$ cat config.mk
export PLATFORM = sky130hd
export DESIGN_NAME = matrix_kbd_scan
export DESIGN_NICKNAME = d
export VERILOG_FILES = /design/src/rtl/matrix_kbd_scan.sv
export SDC_FILE = /design/constraint.sdc
export NUM_CORES = 1
export LEC_CHECK = 0
export CAP_MARGIN = 20
export CORE_UTILIZATION = 40
export CTS_CLUSTER_SIZE = 12
export DETAILED_ROUTE_END_ITERATION = 6
export MAX_ROUTING_LAYER = met4
export PLACE_DENSITY = 0.68
export SLEW_MARGIN = 40
export SYNTH_ARGS = -nofsm -noshare
export SYNTH_HDL_FRONTEND = slang
export SYNTH_SLANG_ARGS = --single-unit
$ cat constraint.sdc
create_clock -name clk_i -period 7.2 [get_ports clk_i]
set_input_delay 0.72 -clock clk_i [delete_from_list [all_inputs] [get_ports clk_i]]
set_output_delay 0.72 -clock clk_i [all_outputs]
set_load 0.05 [all_outputs]
$ cat src/rtl/matrix_kbd_scan.sv
// Row-scanned R x C key matrix reader with frame debounce, key bitmap and press/release event FIFO.
// Optional build macro KBD_GHOST_REJECT_EN rejects frames containing a pressed-key rectangle.
module matrix_kbd_scan #(
  parameter int CLK_FREQ   = 25_000_000,
  parameter int SCAN_FREQ  = 1000,
  parameter int ROWS       = 4,
  parameter int COLS       = 4,
  parameter int DEBOUNCE   = 3,
  parameter int FIFO_DEPTH = 4
) (
  input  logic                          clk_i,
  input  logic                          rst_i,
  input  logic [COLS-1:0]               column_i,
  output logic [ROWS-1:0]               row_o,
  output logic [ROWS*COLS-1:0]          keys_o,
  output logic                          key_valid_o,
  input  logic                          key_ready_i,
  output logic [$clog2(ROWS*COLS)-1:0]  key_code_o,
  output logic                          key_press_o,
  output logic                          overflow_o
);

  localparam int N      = ROWS * COLS;
  localparam int TICK   = CLK_FREQ / SCAN_FREQ;
  localparam int TICK_W = (TICK > 1) ? $clog2(TICK) : 1;
  localparam int ROW_W  = $clog2(ROWS);
  localparam int CODE_W = $clog2(N);
  localparam int DB_W   = (DEBOUNCE > 1) ? $clog2(DEBOUNCE) : 1;
  localparam int PTR_W  = $clog2(FIFO_DEPTH);
  localparam logic [DB_W-1:0] DB_MAX = DB_W'(DEBOUNCE - 1);

  if (TICK < N + 2 || ROWS < 2 || COLS < 2 || DEBOUNCE < 1 || FIFO_DEPTH < 2 ||
      (FIFO_DEPTH & (FIFO_DEPTH - 1)) != 0) begin : g_param_check
    $error("matrix_kbd_scan: illegal parameters (TICK must be >= ROWS*COLS+2)");
  end

  typedef struct packed {
    logic              press;
    logic [CODE_W-1:0] code;
  } evt_t;

  typedef enum logic {S_IDLE, S_EMIT} emit_state_e;

  logic [TICK_W-1:0] r_tick;
  logic [ROW_W-1:0]  r_row;
  logic [N-1:0]      r_raw, r_prev, r_keys, r_changed;
  logic [DB_W-1:0]   r_stable;
  logic              r_commit;

  logic              w_tick_end, w_frame_end, w_ambiguous;
  logic [N-1:0]      w_raw_next;
  logic [DB_W-1:0]   w_stable_next;

  assign w_tick_end  = (r_tick == TICK_W'(TICK - 1));
  assign w_frame_end = w_tick_end && (r_row == ROW_W'(ROWS - 1));
  assign row_o       = ~(ROWS'(1) << r_row);
  assign keys_o      = r_keys;

  // NOTE: every variable assigned in always_comb gets a default first, so no path can infer a latch.
  always_comb begin
    w_raw_next = r_raw;
    w_raw_next[r_row*COLS +: COLS] = ~column_i;
  end

`ifdef KBD_GHOST_REJECT_EN
  // A rectangle of closed keys makes the fourth corner indistinguishable from a real press.
  function automatic logic frame_ambiguous(input logic [N-1:0] f);
    logic amb;
    int   shared;
    amb = 1'b0;
    for (int a = 0; a < ROWS; a++) begin
      for (int b = a + 1; b < ROWS; b++) begin
        shared = 0;
        for (int c = 0; c < COLS; c++) begin
          if (f[a*COLS+c] && f[b*COLS+c]) shared++;
        end
        if (shared >= 2) amb = 1'b1;
      end
    end
    return amb;
  endfunction

  assign w_ambiguous = frame_ambiguous(w_raw_next);
`else
  assign w_ambiguous = 1'b0;
`endif

  always_comb begin
    w_stable_next = '0;
    if (w_raw_next == r_prev && !w_ambiguous)
      w_stable_next = (r_stable == DB_MAX) ? r_stable : r_stable + DB_W'(1);
  end

  // NOTE: sequential state uses non-blocking assignments so every register samples pre-edge values.
  always_ff @(posedge clk_i) begin
    if (rst_i) begin
      r_tick    <= '0;
      r_row     <= '0;
      r_raw     <= '0;
      r_prev    <= '0;
      r_stable  <= '0;
      r_keys    <= '0;
      r_changed <= '0;
      r_commit  <= 1'b0;
    end else begin
      r_tick <= w_tick_end ? '0 : r_tick + TICK_W'(1);
      if (w_tick_end) begin
        r_raw <= w_raw_next;
        r_row <= (r_row == ROW_W'(ROWS - 1)) ? '0 : r_row + ROW_W'(1);
      end
      if (w_frame_end) begin
        r_prev   <= w_raw_next;
        r_stable <= w_stable_next;
      end
      r_commit <= w_frame_end && !w_ambiguous && (w_stable_next == DB_MAX) && (w_raw_next != r_keys);
      // r_raw is untouched until the next row-0 sample, so it still holds the committed frame.
      if (r_commit) begin
        r_keys    <= r_raw;
        r_changed <= r_raw ^ r_keys;
      end
    end
  end

  emit_state_e       r_state, w_state_next;
  logic [CODE_W-1:0] r_idx;
  logic              w_push;
  evt_t              w_push_evt;

  always_ff @(posedge clk_i) begin
    if (rst_i) begin
      r_state <= S_IDLE;
      r_idx   <= '0;
    end else begin
      r_state <= w_state_next;
      r_idx   <= (r_state == S_EMIT && w_state_next == S_EMIT) ? r_idx + CODE_W'(1) : '0;
    end
  end

  always_comb begin
    w_state_next = r_state;
    case (r_state)
      S_IDLE:  if (r_commit) w_state_next = S_EMIT;
      S_EMIT:  if (r_idx == CODE_W'(N - 1)) w_state_next = S_IDLE;
      default: w_state_next = S_IDLE;
    endcase
  end

  always_comb begin
    w_push           = (r_state == S_EMIT) && r_changed[r_idx];
    w_push_evt.press = r_keys[r_idx];
    w_push_evt.code  = r_idx;
  end

  evt_t           r_mem [FIFO_DEPTH];
  logic [PTR_W:0] r_wr_ptr, r_rd_ptr;
  logic           r_overflow;
  logic           w_empty, w_full, w_pop, w_wr_en;
  evt_t           w_head;

  assign w_empty = (r_wr_ptr == r_rd_ptr);
  assign w_full  = (r_wr_ptr[PTR_W] != r_rd_ptr[PTR_W]) &&
                   (r_wr_ptr[PTR_W-1:0] == r_rd_ptr[PTR_W-1:0]);
  assign w_pop   = !w_empty && key_ready_i;
  assign w_wr_en = w_push && (!w_full || w_pop);
  assign w_head  = r_mem[r_rd_ptr[PTR_W-1:0]];

  assign key_valid_o = !w_empty;
  assign key_code_o  = w_empty ? '0 : w_head.code;
  assign key_press_o = !w_empty && w_head.press;
  assign overflow_o  = r_overflow;

  // NOTE: storage is not reset; the pointers define which entries are meaningful.
  always_ff @(posedge clk_i) begin
    if (w_wr_en) r_mem[r_wr_ptr[PTR_W-1:0]] <= w_push_evt;
  end

  always_ff @(posedge clk_i) begin
    if (rst_i) begin
      r_wr_ptr   <= '0;
      r_rd_ptr   <= '0;
      r_overflow <= 1'b0;
    end else begin
      if (w_wr_en) r_wr_ptr <= r_wr_ptr + (PTR_W+1)'(1);
      if (w_pop)   r_rd_ptr <= r_rd_ptr + (PTR_W+1)'(1);
      if (w_push && w_full && !w_pop) r_overflow <= 1'b1;
    end
  end

endmodule

== Word-level counts from Yosys, hierarchy flattened ==
Memory sizes are Yosys's and may differ from the RTL's. A register that Yosys moved wholly into a read port is not among the register bits.
Index checks and enable logic that the tools add are counted.
Widths: inputs -> output; s select.

* Bits in latches: 0
* Output and inout bits: 27
* Bits of input ports: 7
* ROM bits: 0
* Register bits after elaboration: 96
* Memories: 1
* Memory bits (writable): 20

* Multiplexer cells: 16
* Reduce and logical (&&, ||, !) cells: 17
* Divide/modulo/power cells: 0
* Multipliers: 0
* Magnitude comparators: 1
* Shift operators: 3
* Eq/ne operators: 10
* Bitwise operators: 5
* $add $sub $neg: 7

{| class="wikitable"
|+ Memory list
! memory !! words !! bits a word !! rd ports !! clocked after memory_dff !! write ports !! RTL line !! RTL
|-
| r_mem || 4 || 5 || 1 || 1 || 1 || 154 || <nowiki>evt_t r_mem [FIFO_DEPTH];</nowiki>
|}

{| class="wikitable"
|+ Operators with widths
! cell !! count
|-
| $neg 4->34 || 1
|-
| $shift 4x34->16 const A || 1
|-
| $shiftx 4x34->16 || 1
|-
| $bwmux 16 || 1
|-
| $eq 16x16->1 || 1
|-
| $ne 16x16->1 || 1
|-
| $xor 16x16->16 || 1
|-
| $add 15x1->15 const B || 1
|-
| $eq 15x15->1 const B || 1
|-
| $logic_and 1x1->1 || 11
|-
| $mux 2 || 5
|-
| $bmux 1 s4 || 2
|-
| $not 4->4 || 2
|-
| $add 3x1->3 const B || 2
|-
| $eq 2x2->1 const B || 3
|-
| $mux 1 || 6
|-
| $lt 4x5->1 const B || 1
|-
| $add 2x1->2 const B || 2
|-
| $add 4x1->4 const B || 1
|-
| $eq 4x4->1 const B || 1
|-
| $mux 4 || 1
|-
| $reduce_or 2->1 || 2
|-
| $shl 1x2->4 const A || 1
|-
| $eq 3x3->1 || 1
|-
| 6 further kinds || 9
|}

== Depth between registers and ports, before layout ==
Gate-level depths: netlist (run 1).

* Depth after elaboration: 8
* Gate-level depth with buffers: 11
* Mapped depth without buffers: 8

== Worst setup path after synthesis (run 1) ==
OpenSTA, ideal clock, no wires.

* Path kind: flip-flop to flip-flop
* Start: reg r_row[0]
* End: reg r_commit
* Path buffers: 3
* Path slack: 4.330 ns
* Cell stages (with the launch flop): 12
* Data required time: 7.066 ns
* Library setup time: 0.134 ns
* Data arrival time: 2.735 ns
* Cells stage by stage: dfxtp_1 > clkbuf_1 > inv_1 > ha_1 > clkbuf_1 > nor4bb_1 > clkbuf_1 > a22oi_1 > a22oi_1 > nand4_1 > a2111oi_0 > a211oi_1

* Cells in the longest elaborated chain, start to end: 8
* Elaborated cells between the ends (all ways): 12
* Classes of those cells: add/sub: 1; eq/ne: 4; shift: 2; mux: 2; reduce/logical: 3

{| class="wikitable"
|+ Ends and longest elaborated chain
! what !! RTL line !! RTL
|-
| start: declaration || 45 || <nowiki>logic [ROW_W-1:0] r_row;</nowiki>
|-
| start signal: assignment || 109 || <nowiki>r_row <= (r_row == ROW_W'(ROWS - 1)) ? '0 : r_row + ROW_W'(1);</nowiki>
|-
| $neg 4->34 || 62 || <nowiki>w_raw_next[r_row*COLS +: COLS] = ~column_i;</nowiki>
|-
| $shiftx 4x34->16 or $shift 4x34->16 (tied branches) || 62 ||
|-
| $bwmux 16 || 62 ||
|-
| $eq 16x16->1 || 90 || <nowiki>if (w_raw_next == r_prev && !w_ambiguous)</nowiki>
|-
| $mux 2 || 90 ||
|-
| $eq 2x2->1 || 115 || <nowiki>r_commit <= w_frame_end && !w_ambiguous && (w_stable_next == DB_MAX) && (w_raw_next != r_keys);</nowiki>
|-
| $logic_and 1x1->1 || 115 ||
|-
| $logic_and 1x1->1 * || 115 ||
|-
| end signal: assignment || 115 ||
|-
| end: declaration || 48 || <nowiki>logic r_commit;</nowiki>
|}

Mark *: on every way between the ends. The rest lies on a longest branch, timed or not.
A chain may end at the register's enable or synchronous reset.

== Worst setup path in the final report (run 1) ==
* Start: reg r_row[0]
* End: out row_o[0]

* Cells in the longest elaborated chain, start to end: 2

{| class="wikitable"
|+ Ends and longest elaborated chain
! what !! RTL line !! RTL
|-
| $shl 1x2->4 || 56 || <nowiki>assign row_o = ~(ROWS'(1) << r_row);</nowiki>
|-
| $not 4->4 || 56 ||
|-
| end: declaration || 14 || <nowiki>output logic [ROWS-1:0] row_o,</nowiki>
|}

No other way between the ends.

==> flow_summary.toml, run 1 <==
[setup_path]
startpoint = "r_row[0]"
r2r_end = "r_commit"
path_cells = "inv_1 -> ha_1 -> inv_1 -> clkdlybuf4s50_1"
critPathMaxFanout = 12
crit_required_ps = 6480
crit_top_cell = "inv_1"
cp-end-kind = "output port"
start_kind = "register"
r2r_slack_ps = 4030
crit_arrival_ps = 2530
critPathSlowestCell = "clkdlybuf4s50_1"
worstSetupPathType = "register to output port"
reg2reg_from = "r_row[0]"
reg2reg_depth = 9
endpoint = "row_o[0]"
cpPeakStageDelay_ps = 830

[die]
start_util_pct = 41.5
rows = 42
io_pins = 34
die_y_um = 120
die_x_um = 120
die_area_mm2 = 0.0144
core_mm2 = 0.0134

[place]
pre_cts_slack_ps = 4080
gp_congestion = 0.885
numPortBuffers = 33
place_hpwl_um = 8920
dpl.cell_count = 738

[power]
switching_power_uw = 301
leakage_nw = 2.10
fin_total_pwr_mw = 1.46
ir_worst_vdd_uv = 165
pwr-share-seq_pct = 45.9
power_frac_clock_pct = 52.3
internal_power_mw = 1.16
p_comb_share_pct = 1.7
switching_share_pct = 20.6
power_density_mw_per_mm2 = 223

[synthesis]
syn_inst = 558
synthTopCellsByCount = "nor2_1, dfxtp_1, a211oi_1"
async_flop_share_pct = 0
synthFlopType = "dfxtp_1"
synth_most_common_cell = "nor2_1"
synth-seq-cells = 118
synth_area_per_cell_um2 = 9.96
yosysUniqueCellTypes = 47
synth_area_leaders = "dfxtp_1, edfxtp_1, nor2_1, mux4_2, xnor2_1"
synthesis.nets = 579
synth_area_mm2 = 0.00556
yosys_warnings = 0
synth_top_area_share_pct = 35.3
ys_seq_area_share_pct = 46.1
synth_edf_count = 20
yosysTopAreaCell = "dfxtp_1"

[clocking]
clockBufferDepth = 2
post_cts_buffers = 0
cts_made_buffers = 17
htreeDepth = 4
cts_hold_buf = 0
cts_tree = "done"
path_clk_slew_ps = 50
clkLatencyLatePin_ps = 420
clock_sinks = 118
cts-root-buf = "clkbuf_16"
cts_resized = 0

[timing]
min_period_over_period_pct = 45.2
whs_ps = 453
rsz0062_at_grt = "false"
fin_worst_skew_ps = 15.4
fmax_mhz = 308
worst_pin_slew_ps = 670
tns_ps = 0
setup_slack_ps = 3950
setup_viol = 0
period_minus_slack_ps = 3250
finalHoldViolations = 0
max_slew_margin_pct = 55.3
slew_viol_final = 0

[route]
dr.pass1.iters = 5
routed_wl_um = 12900
ant_nets = 0
drt_iter0_markers = 377
routedWlPerCell_um = 16.8
via_per_inst = 5.40
vias = 4156
drc = 0

[global_route]
grt_max_degree = 80
grt_first_pass_wirelength_um = 21200
gr-usage-all-layers_pct = 19.9
overflow = 0
grt_pass1_vias = 4104
antenna_found_initial = 0

[layout]
area_growth_syn_to_layout_pct = 17.8
drive_gt1_share_pct = 8.60
nets = 602
antenna_cells = 0
layoutNonFillerInstCount = 769

[run_status]
outcome = "finished, final reports clean"

[flow_run]
max-cap-violations = 0

[min_path]
hold_class = "register to register"
registers in the layout (all words and copies together) (netlist names), named ones only:
| register | flops |
|---|---|
| keys_o | 16 |
| overflow_o | 1 |
| r_changed | 16 |
| r_commit | 1 |
| r_idx | 4 |
| r_mem | 20 |
| r_prev | 16 |
| r_raw | 16 |
| r_rd_ptr | 3 |
| r_row | 2 |
| r_stable | 2 |
| r_state | 1 |
| r_tick | 15 |
| r_wr_ptr | 3 |
layer usage:
layer / track usage (%) / routed length, um / up-vias
met1: 24.5 / 5850 / 1990
li1: - / - / 2038
met2: 31.4 / 6290 / 112
met3: 4.42 / 596 / 16
met4: 8.20 / 185 / 0
met5: - / 0 / -
stage by stage:
step / util (%) / area, um2
after floorplan: - / 5560
after global placement: 44.8 / 6010
after detailed placement: 44.8 / 6010
after CTS: 48.9 / 6550
after global routing: 48.9 / 6550
final: 48.9 / 6550
power by group through the flow:
stage | Combinational (mW) | Clock (mW) | Sequential [mW]
global placement | 0.0243 | 0 | 0.686
CTS | 0.0248 | 0.774 | 0.672
detailed placement | 0.0247 | 0 | 0.685
global route | 0.0276 | 0.807 | 0.671
floorplan | 0.0164 | 0 | 0.685
finish | 0.0250 | 0.765 | 0.672
final cells by class:
| type | count | area [um2] |
|---|---|---|
| repair buffers | 37 | 359 |
| well taps | 176 | 220 |
| multi-input cells | 388 | 2800 |
| fillers | 1207 | 6850 |
| flip-flops and latches | 118 | 2570 |
| clock buffers | 28 | 517 |
| inverters | 19 | 71.3 |
| clock inverters | 3 | 20.0 |
placed cells by master (no fill, tap or decap), types with 9 or more instances in the layout:
cell type	Yosys	final
xor2_1	15	15
nor2_1	102	102
a22oi_1	9	9
nand3_1	14	14
clkbuf_16	0	17
and2_1	10	9
mux2i_1	19	19
edfxtp_1	20	20
xnor2_1	37	37
a211oi_1	39	39
dfxtp_1	98	96
ha_1	14	14
nand2_1	18	18
mux4_2	15	15
inv_1	19	19
a21oi_1	16	16
nand2b_1	12	12
clkdlybuf4s50_1	0	32
how the worst min path moves through the flow:
stage,cells after the start,end,startpoint
CTS,2,r_stable[1],r_stable[1]
floorplan,2,r_stable[0],r_stable[0]
finish,2,r_stable[1],r_stable[1]
global route,1,r_tick[0],r_tick[0]
detailed placement,2,r_stable[1],r_stable[1]
global placement,1,r_tick[0],r_tick[0]
cell families (layout without fill, tap and decap cells):
group,count (synthesis),count (layout),synth area share [%]
buffers and inverters,52,87,3.62
xor gates and xnor gates,52,52,8.19
AOI/OAI and AO/OA,95,95,12.3
DFF,118,118,46.1
muxes,34,34,9.50
and+or+nand+nor,193,193,17.1
adders and majority gates,14,14,3.15
worst max-delay path: cells and delay by family (launching register included):
| family | cells | cell delay [ps] |
|---|---|---|
| buffers and inverters | 3 | 1200 |
| adders and majority gates | 1 | 340 |
| DFF | 1 | 550 |
Note: power is estimated with default switching activity, not from simulation.
==> run 2, diff against run 1 <==
Clock period 7.2 ns to 3.4 ns, I/O delays scaled along.
==> run 2 against run 1 <==
Critical path depth up 4. Sequential power is 110% higher. Die area stayed put. Highest routed layer unchanged. Routed wire length fell by 0.74%. Clock power up 130%. Global-route usage decreased by 0.20 points.
==> flow_summary.toml, run 2 (same netlist as run 1, synthesis figures left out) <==
[route]
route.met3.wl_um = 640
dr.pass1.iters = 5
via_per_inst = 5.33
routed_wl_um = 12800
wl_met2_um = 6140
ant_nets = 0
highest_layer = "met4"
drc = 0
drt_iter0_markers = 284
met1_length_um = 5890
routedWlPerCell_um = 16.5
vias = 4133

[setup_path]
reg2reg_from = "r_row[0]"
path_cells = "inv_1 -> ha_1 -> and4b_1 -> a22oi_1 -> xnor2_1 -> nor4_1 -> nand3_1 -> a211oi_1"
crit_arrival_ps = 3360
crit_required_ps = 3720
reg2reg_depth = 8
cpPeakStageDelay_ps = 530
r2r_slack_ps = 360
worstSetupPathType = "register to register"
critPathMaxFanout = 12
start_kind = "register"
critPathTopFamily = "simple AND/OR/NAND/NOR gates"
r2r_end = "r_commit"
cp-end-kind = "register"
critPathSlowestCell = "dfxtp_1"
crit_buf_inv = 1

[clocking]
htreeDepth = 4
cts_made_buffers = 17
cts_tree = "done"
clockBufferDepth = 2
cts-root-buf = "clkbuf_16"
cts_resized = 0
clock_sinks = 118
cts_hold_buf = 0
path_clk_slew_ps = 50
clkLatencyLatePin_ps = 410
post_cts_buffers = 0

[die]
rows = 42
die_x_um = 120
start_util_pct = 41.5
die_y_um = 120
core_mm2 = 0.0134
die_area_mm2 = 0.0144
io_pins = 34

[timing]
worst_pin_slew_ps = 830
max_slew_margin_pct = 44.7
whs_ps = 449
tns_ps = 0
setup_viol = 0
period_minus_slack_ps = 3040
rsz0062_at_grt = "false"
fin_worst_skew_ps = 10.1
finalHoldViolations = 0
fmax_mhz = 329
min_period_over_period_pct = 89.4
slew_viol_final = 0

[global_route]
grt_first_pass_wirelength_um = 21000
grt_max_degree = 79
antenna_found_initial = 0
gr-usage-all-layers_pct = 19.7
grt_pass1_vias = 4040
overflow = 0

[layout]
drive_gt1_share_pct = 9.33
nets = 608
area_growth_syn_to_layout_pct = 19.2
largest_reg_flops = 20
antenna_cells = 0
fillers = 1211
final_cell_mix = "nor2_1, dfxtp_1, a211oi_1"
mostFrequentLayoutCell = "nor2_1"
fin_util_pct = 49.5

[min_path]
hold_depth = 6
min_to = "r_commit"
hold_class = "primary input to register"
hold_path_startpoint = "rst_i"

[place]
gp_congestion = 0.948
numPortBuffers = 33
place_hpwl_um = 9060

[flow_run]
max-cap-violations = 0

[power]
power_density_mw_per_mm2 = 485
ir_worst_vdd_uv = 265
leakage_nw = 2.15

[run_status]
outcome = "finished, final reports clean"
==> run 2: cell types whose count changed in the layout (fill, tap and decap cells not counted), moves of 2 or more <==
cell       previous run  this run
clkbuf_8              5         0
clkinv_1              0         2
clkbuf_1              6         4
bufinv_16             0         3
clkinv_2              1         4
buf_4                 3        10
==> run 2: tightest hold or removal path, cell delays in order <==
cell	delay [ps]
buf_2	110
a221oi_1	50
o2111ai_1	130
nor4_2	70
nand3b_1	70
a211oi_1	40
==> run 2: per-stage QoR <==
step           total power, mW  setup WS [ps]  std cells  cell area [um2]
2_1_floorplan             1.49            530        558             5560
3_5_place_dp              1.50            495        744             6050
3_3_place_gp              1.50            506        744             6050
5_1_grt                   3.31           16.1        776             6630
4_1_cts                   3.25            461        776             6630
6_report                  3.22            362        776             6630
==> run 2: how the worst max path moves through the flow <==
stage,start,cells after the start,endpoint,slack (ps)
detailed placement,r_row[0],8,r_commit,490
global route,r_row[0],9,r_commit,20
floorplan,r_row[0],11,r_commit,530
finish,r_row[0],8,r_commit,360
global placement,r_row[0],8,r_commit,510
CTS,r_row[0],8,r_commit,460
==> run 2: cell type report <==
type	instances	area (um2)	share of cell area, %
Multi-Input combinational cell	388	2800	42.2
Tap cell	176	220	3.32
Inverter	19	71.3	1.08
Sequential cell	118	2570	38.7
Timing Repair Buffer	43	400	6.04
Clock buffer	21	440	6.65
Clock inverter	11	134	2.02
==> run 2: where the power goes <==
group / leakage, nW / switching, mW / internal [mW]
logic: 0.896 / 0.0355 / 0.0179
clock network: 0.280 / 0.600 / 1.14
registers: 0.978 / 0.00307 / 1.42
total: 2.15 / 0.639 / 2.58
==> run 2: layer usage <==
layer  vias to the layer above  global-route usage (%)
met2                        96                    30.9
met5                         -                       -
li1                       2057                       -
met1                      1966                    24.3
met3                        14                    5.13
met4                         0                    7.34
==> run 3, diff against run 2 <==
Clock period 3.4 ns to 3.41 ns, I/O delays scaled along.
==> run 3 against run 2 <==
Cell count fell by 0.13%. Utilization rose by 0.70 points. Total power rose by 8.7%. Worst hold slack improved by 4.8 ps. Design area rose by 1.4%. Critical path depth did not move. Via count fell by 1.2%. Register-to-register slack improved by 60 ps. Flip-flop and latch count did not move. Global-route usage rose by 0.46 points. Highest routed layer unchanged.
==> flow_summary.toml, run 3 (same netlist as run 1, synthesis figures left out) <==
[run_status]
outcome = "finished, final reports clean"

[clocking]
cts_resized = 0
cts_tree = "done"
cts_hold_buf = 0
clockBufferDepth = 2
cts_made_buffers = 17
path_clk_slew_ps = 60
post_cts_buffers = 0
cts-root-buf = "clkbuf_16"
clock_sinks = 118
htreeDepth = 4
clkLatencyLatePin_ps = 420

[min_path]
hold_class = "register to register"

[layout]
fin_util_pct = 50.2
final_area_mm2 = 0.00672
mostFrequentLayoutCell = "nor2_1"
final_cell_mix = "nor2_1, dfxtp_1, a211oi_1"
drive_gt1_share_pct = 10.0
largest_reg_flops = 20
layoutNonFillerInstCount = 775
nets = 607
area_growth_syn_to_layout_pct = 20.9
antenna_cells = 0

[route]
via_per_inst = 5.27
routed_wl_um = 12800
highest_layer = "met4"
wl_met2_um = 6090
routedWlPerCell_um = 16.5
route.met3.wl_um = 588
met1_length_um = 5870
dr.pass1.iters = 5
ant_nets = 0
vias = 4085
drc = 0
drt_iter0_markers = 467

[setup_path]
cp-end-kind = "register"
crit_required_ps = 3740
crit_arrival_ps = 3310
cpPeakStageDelay_ps = 540
critPathMaxFanout = 12
start_kind = "register"
critPathSlowestCell = "dfxtp_1"
worstSetupPathType = "register to register"
path_cells = "inv_1 -> ha_1 -> and4b_1 -> a21oi_1 -> a2111o_1 -> nor4_2 -> nand3b_1 -> a211oi_1"

[place]
place_hpwl_um = 9100
dpl.cell_count = 743
numPortBuffers = 33
dpl_cell_area_mm2 = 0.00605
gp_congestion = 0.951
pre_cts_slack_ps = 510

[die]
io_pins = 34
rows = 42
core_mm2 = 0.0134
die_y_um = 120
die_area_mm2 = 0.0144
die_x_um = 120
start_util_pct = 41.5

[timing]
finalHoldViolations = 0
period_minus_slack_ps = 2980
fin_worst_skew_ps = 11.1
min_period_over_period_pct = 87.5
rsz0062_at_grt = "false"
setup_slack_ps = 426
slew_viol_final = 0
setup_viol = 0
max_slew_margin_pct = 47.0
fmax_mhz = 335
worst_pin_slew_ps = 794
tns_ps = 0

[global_route]
overflow = 0
grt_first_pass_wirelength_um = 21300
grt_pass1_vias = 4152
grt_max_degree = 79
gr-usage-all-layers_pct = 20.1
antenna_found_initial = 0

[power]
leakage_nw = 2.19
power_frac_clock_pct = 58.0
p_comb_share_pct = 1.5
pwr-share-seq_pct = 40.5
switching_share_pct = 19.7
power_density_mw_per_mm2 = 520
switching_power_uw = 688
ir_worst_vdd_uv = 453
internal_power_mw = 2.81

[flow_run]
max-cap-violations = 0
==> run 3: cell count changes in the layout (fill, tap and decap cells not counted) <==
cell        previous run  this run
bufinv_16              3         6
clkinv_1               2         0
clkinv_4               1         3
clkinv_2               4         0
clkinvlp_4             1         3
buf_4                 10         9
inv_6                  0         2
clkbuf_1               4         1
==> run 3: final cells by class <==
cell class | instances | area [um2]
Clock inverter | 14 | 246
Tap cell | 176 | 220
Fill cell | 1213 | 6680
Timing Repair Buffer | 42 | 393
Inverter | 19 | 71.3
Sequential cell | 118 | 2570
Clock buffer | 18 | 429
Multi-Input combinational cell | 388 | 2800
==> run 3: stage by stage <==
| step | total power [mW] | hold slack, ps |
|---|---|---|
| after floorplan | 1.48 | 425 |
| after global placement | 1.50 | 440 |
| after detailed placement | 1.50 | 445 |
| after CTS | 3.53 | 438 |
| after global routing | 3.59 | 491 |
| final | 3.50 | 453 |
==> run 3: worst paths after layout <==
kind	endpoint	slack, ps	from	cells past startpoint
setup / recovery	r_commit	430	r_row[0]	8
hold / removal	r_stable[1]	450	r_stable[1]	2
setup reg to reg	r_commit	430	r_row[0]	8
hold reg to reg	r_stable[1]	450	r_stable[1]	2
==> run 3: layer usage <==
metal	up-vias	global-route usage (%)
met2	103	31.5
met5	-	-
met4	0	8.67
met1	1912	24.8
met3	20	4.71
li1	2050	-
==> run 3: critical path, delay by kind of cell, from the launching register on <==
family	cells	cell delay (ps)
flops	1	540
compound gates	3	870
buf+inv	1	190
simple gates	3	810
fa+ha+maj	1	490
==> run 3: power by group through the flow <==
stage	clock [mW]	combinational, mW	sequential, mW
2_1_floorplan	0	0.0346	1.45
3_3_place_gp	0	0.0509	1.45
3_5_place_dp	0	0.0527	1.45
4_1_cts	2.06	0.0531	1.42
5_1_grt	2.11	0.0590	1.42
6_report	2.03	0.0520	1.42
==> variant 1 (settings of run 2) <==
Put one more register stage on the output `overflow_o`, cleared by the reset. The value now appears one clock later. The other outputs are not delayed to match.
--- a/src/rtl/matrix_kbd_scan.sv
+++ b/src/rtl/matrix_kbd_scan.sv
@@ -167,7 +167,13 @@
   assign key_valid_o = !w_empty;
   assign key_code_o  = w_empty ? '0 : w_head.code;
   assign key_press_o = !w_empty && w_head.press;
-  assign overflow_o  = r_overflow;
+  always_ff @(posedge clk_i) begin
+    if (rst_i) begin
+      overflow_o <= '0;
+    end else begin
+      overflow_o <= r_overflow;
+    end
+  end
 
   // NOTE: storage is not reset; the pointers define which entries are meaningful.
   always_ff @(posedge clk_i) begin
Behaviour: same outputs for any inputs over 10 cycles, from zero or initial values and one cycle with rst_i high; that may be too few to reach the edited logic, so the function may still have changed.
==> variant 1 against run 2 <==
- sequential share of layout area shrank 0.21 points
- wire length up 1.7%
- sequential cell count up 1
- die area is 0.53% higher
- area after synthesis is 0.54% higher
- critical endpoint unchanged
- cell area is 1.3% higher
- combinational power down 8.0%
- first-iteration DRC count is 24% higher
- total power increased by 4.3%
- clock skew fell by 0.0033 ns
- setup slack improved by 0.22 ns
- largest cell class unchanged
- via count increased by 3.0%
==> variant 1: results (changes against run 2) <==
Run status
  – Status: complete, no violations

Setup path
  – Crit-path max cell delay: 0.58 ns (+0.05 ns)
  – CP max stage cell: or4_4
  – CP max FO: 10 (-2)
  – RR Startpoint: r_row[1]$_SDFFE_PP0N_

STA
  – Final Skew: 0.00687 ns (-0.00326 ns)
  – Worst-Margin Slew: 0.732 ns (-0.0973 ns)

Placed design
  – Gpl congestion: 0.906 (-4.4%)
  – Placed cell area: 6090 um^2 (+0.66%)
  – Detailed Place HPWL: 9.11 mm (+0.57%)

Routing
  – Drt pass-1 iters: 6 (+1)
  – Via count: 4259 (+3.0%)
  – Avg WL per Cell: 16.8 um (+1.4%)
  – Initial DRC Count: 352 (+24%)

Clock network
  – H-Tree Depth: 4 (unchanged)
  – Clock Latency Late Sink: 0.43 ns (+0.02 ns)
  – CTS Buf Count: 17 (unchanged)
  – Clk root buf: clkbuf_16
  – Clock-pin slew on the worst setup and hold paths: ~0.060 ns

Hold path
  – Worst hold-check path type: in2reg

Power and ir drop
  – Peak supply drop: 0.435 mV (+64%)
  – Static Leak: 0.00222 uW (+3.1%)

Logic synthesis
  – Syn nets: 581 (+0.35%)
  – Post-synth ARST share: 0% (unchanged)
  – Yosys Warn Count: 0 (unchanged)
  – Top cells by area, synth: dfxtp_1 35%, edfxtp_1 11%, nor2_1 6.8%, mux4_2 6.0%, a211oi_1 5.6%
  – Sequential area share after synthesis: 46.2% (+0.11 points)
  – Top cells by count, synth: 101 x nor2_1, 99 x dfxtp_1, 42 x a211oi_1
  – Post-synth EDFFs: 20 (unchanged)
  – Netlist cell types: 50 (+6.4%)

GRT
  – Met2 usage: 30.7% (-0.11 points)
  – Vias in the first global route: 4135 (+2.4%)
  – Met3 Track Usage GR: 4.76% (-0.37 points)
  – GRT Overall Usage: 20.3% (+0.68 points)
  – Largest net degree at the start of global routing: 73 (-7.6%)
  – Met1 Usage GRT: 26.1% (+1.8 points)
  – First-pass GRT wire length: 21.7 mm (+3.3%)

Finish
  – Max reg flops: 20 (unchanged)
  – Final #Nets: 610 (+0.33%)
  – Layout cells sized above 1: 10.5% (+1.1 points)
variant 1: cell count changes after synthesis, sizes merged, moves of 4 or more:
cell | before | now
xnor2 | 37 | 27
buf | 8 | 4
nand3 | 14 | 18
nand2b | 12 | 7
xor2 | 15 | 28
nor4 | 5 | 1
variant 1: worst paths after layout:
path	endpoint	slack, ns	cells past startpoint
worst max-delay path	r_commit$_SDFF_PP0_	0.58	9
worst min-delay path	r_overflow$_SDFFE_PP0P_	0.25	2
worst max register to register	r_commit$_SDFF_PP0_	0.58	9
worst min register to register	r_tick[0]$_SDFF_PP0_	0.44	1
variant 1: area by class of cell:
class	count	area (um^2)
Clock buffer	19	453
Clock inverter	13	169
Fill cell	1236	6740
Inverter	17	63.8
Multi-Input combinational cell	392	2830
Sequential cell	119	2590
Tap cell	176	220
Timing Repair Buffer	42	393
variant 1: metal layers:
metal  share of wire, %  wire [um]
met5                  0          0
met1                 44       5780
met2                 48       6260
met4                2.1        276
met3                5.5        718
variant 1: kinds of logic (layout without fill, tap and decap cells):
kind of cell    Yosys count  in the layout  share of synthesized area [%]
flops                   119            119                           46.2
compound gates           93             93                           12.1
xor+xnor                 55             55                           8.62
simple gates            195            195                           17.0
fa+ha+maj                14             14                           3.13
buf+inv                  49             91                           3.31
mux                      35             35                           9.63
variant 1: power breakdown:
group          internal (uW)  switching, uW
Clock                   1200            675
Combinational           15.4           33.8
Sequential              1430           2.60
variant 1: per-stage QoR:
stage | setup WS, ns | total power [uW] | util, % | hold WS [ns] | std cells
after CTS | 0.598 | 3380 | 49.9 | 0.229 | 778
final | 0.580 | 3350 | 49.9 | 0.247 | 778
after detailed placement | 0.599 | 1510 | 45.3 | 0.439 | 746
after floorplan | 0.474 | 1490 | - | 0.418 | 560
after global routing | 0.339 | 3440 | 49.9 | 0.250 | 778
after global placement | 0.678 | 1510 | 45.3 | 0.430 | 746
==> variant 2 (settings of run 2) <==
Made on the original files. The option `KBD_GHOST_REJECT_EN` is turned on by a define.
--- a/src/rtl/matrix_kbd_scan.sv
+++ b/src/rtl/matrix_kbd_scan.sv
@@ -1,5 +1,7 @@
 // Row-scanned R x C key matrix reader with frame debounce, key bitmap and press/release event FIFO.
 // Optional build macro KBD_GHOST_REJECT_EN rejects frames containing a pressed-key rectangle.
+`define KBD_GHOST_REJECT_EN
+
 module matrix_kbd_scan #(
   parameter int CLK_FREQ   = 25_000_000,
   parameter int SCAN_FREQ  = 1000,
Function: same outputs for any inputs over 10 cycles, from zero or initial values and one cycle with rst_i high; that may be too few to reach the edited logic, so the function may still have changed.
==> variant 2 against run 2 <==
- the flow now finishes with violations (negative setup slack)
- sequential share of layout area is 8.2 points lower
- total power is 2.8% higher
- setup slack worse by 0.40 ns
- largest cell class unchanged
- cell area is 27% higher
- sequential cell count stayed put
- area after synthesis is 18% higher
- via count is 32% higher
- wire length is 35% higher
==> variant 2: results (changes against run 2) <==
Run status
  – Status: complete, but fails checks
  – Failing checks: negative setup slack

Power and ir drop
  – Cell Pwr Density: 393 nW/um^2 (-19%)
  – Flop pwr share: 42.9% (-1.3 points)
  – Static Leak: 0.00303 uW (+41%)
  – Comb pwr: 82.3 uW (+54%)

Logic synthesis
  – Netlist cell types: 62 (+32%)
  – Synth Area in Adders: 6.09% (+2.9 points)
  – Syn nets: 749 (+29%)
  – Syn Area/Cell: 9.27 um^2 (-7.0%)
  – Sequential area share after synthesis: 39.0% (-7.1 points)
  – Xor and xnor fraction of the mapped netlist area: 8.92% (+0.73 points)
  – Top cells by area, synth: dfxtp_1 30%, edfxtp_1 9.1%, xnor2_1 6.8%, nor2_1 6.3%, ha_1 6.1%

STA
  – Worst-Margin Slew: 0.720 ns (-0.110 ns)
  – Final Skew: 0.00785 ns (-0.00228 ns)
  – Final setup vio count: 1 (+1)
  – Fin Setup TNS: -0.0351 ns (-0.0351 ns)
  – Setup ws final: -0.0351 ns (-0.397 ns)

Routing
  – Via count: 5460 (+32%)
  – Vias/cell: 5.37 (+0.90%)
  – Avg WL per Cell: 17.0 um (+3.1%)

GRT
  – Largest net degree at the start of global routing: 78 (-1.3%)
  – Vias in the first global route: 5114 (+27%)
  – GRT Overall Usage: 22.0% (+2.3 points)

Finish
  – Layout cells sized above 1: 22.8% (+13 points)
  – Finished Core Util: 52.8% (+3.4 points)
  – Final #Nets: 826 (+36%)
  – Fillers: 1462 (+21%)

Placed design
  – Placed cell area: 7660 um^2 (+27%)
  – Gpl congestion: 0.952 (+0.42%)

Setup path
  – Arr. time, crit path: 3.75 ns (+0.39 ns)
  – CP max stage cell: dfxtp_2
  – CP max FO: 6 (-6)
  – Reg2reg path depth: 17 (+9)
  – Crit-path max cell delay: 0.33 ns (-0.20 ns)

Hold path
  – Worst Hold Depth: 4 (-2)
  – Worst hold endpoint: r_idx[1]$_SDFF_PP0_
==> variant 2: what timing repair did <==
item | CTS | global route
buffers inserted | 1 | 4
pin swaps | 7 | 13
cloned | 0 | 0
resized for setup | 12 | 15
setup endpoints to repair | 3 | 3
==> variant 2: per-layer routing <==
layer  track usage [%]  up-vias  part of all wire [%]
met5                 -        -                     0
met4              7.52        0                   2.1
met3              5.04       34                   4.4
met2              35.0      146                    48
met1              27.3     2585                    46
li1                  -     2695                     -
==> variant 2: logic make-up after synthesis <==
family,count (synthesis)
AO/OA/AOI/OAI,118
XOR/XNOR,67
adder cells (fa/ha/maj),32
buffers and inverters,73
flip-flops,118
multiplexers,38
AND/OR/NAND/NOR,264
==> variant 2: cell type report <==
cell class / count / share of cell area (%)
timing repair buffer: 96 / 9.67
tap: 216 / 3.21
clock inverter: 15 / 2.01
inverter: 35 / 1.69
multi-input combinational: 519 / 47.8
clock buffer: 17 / 5.05
sequential: 118 / 30.5
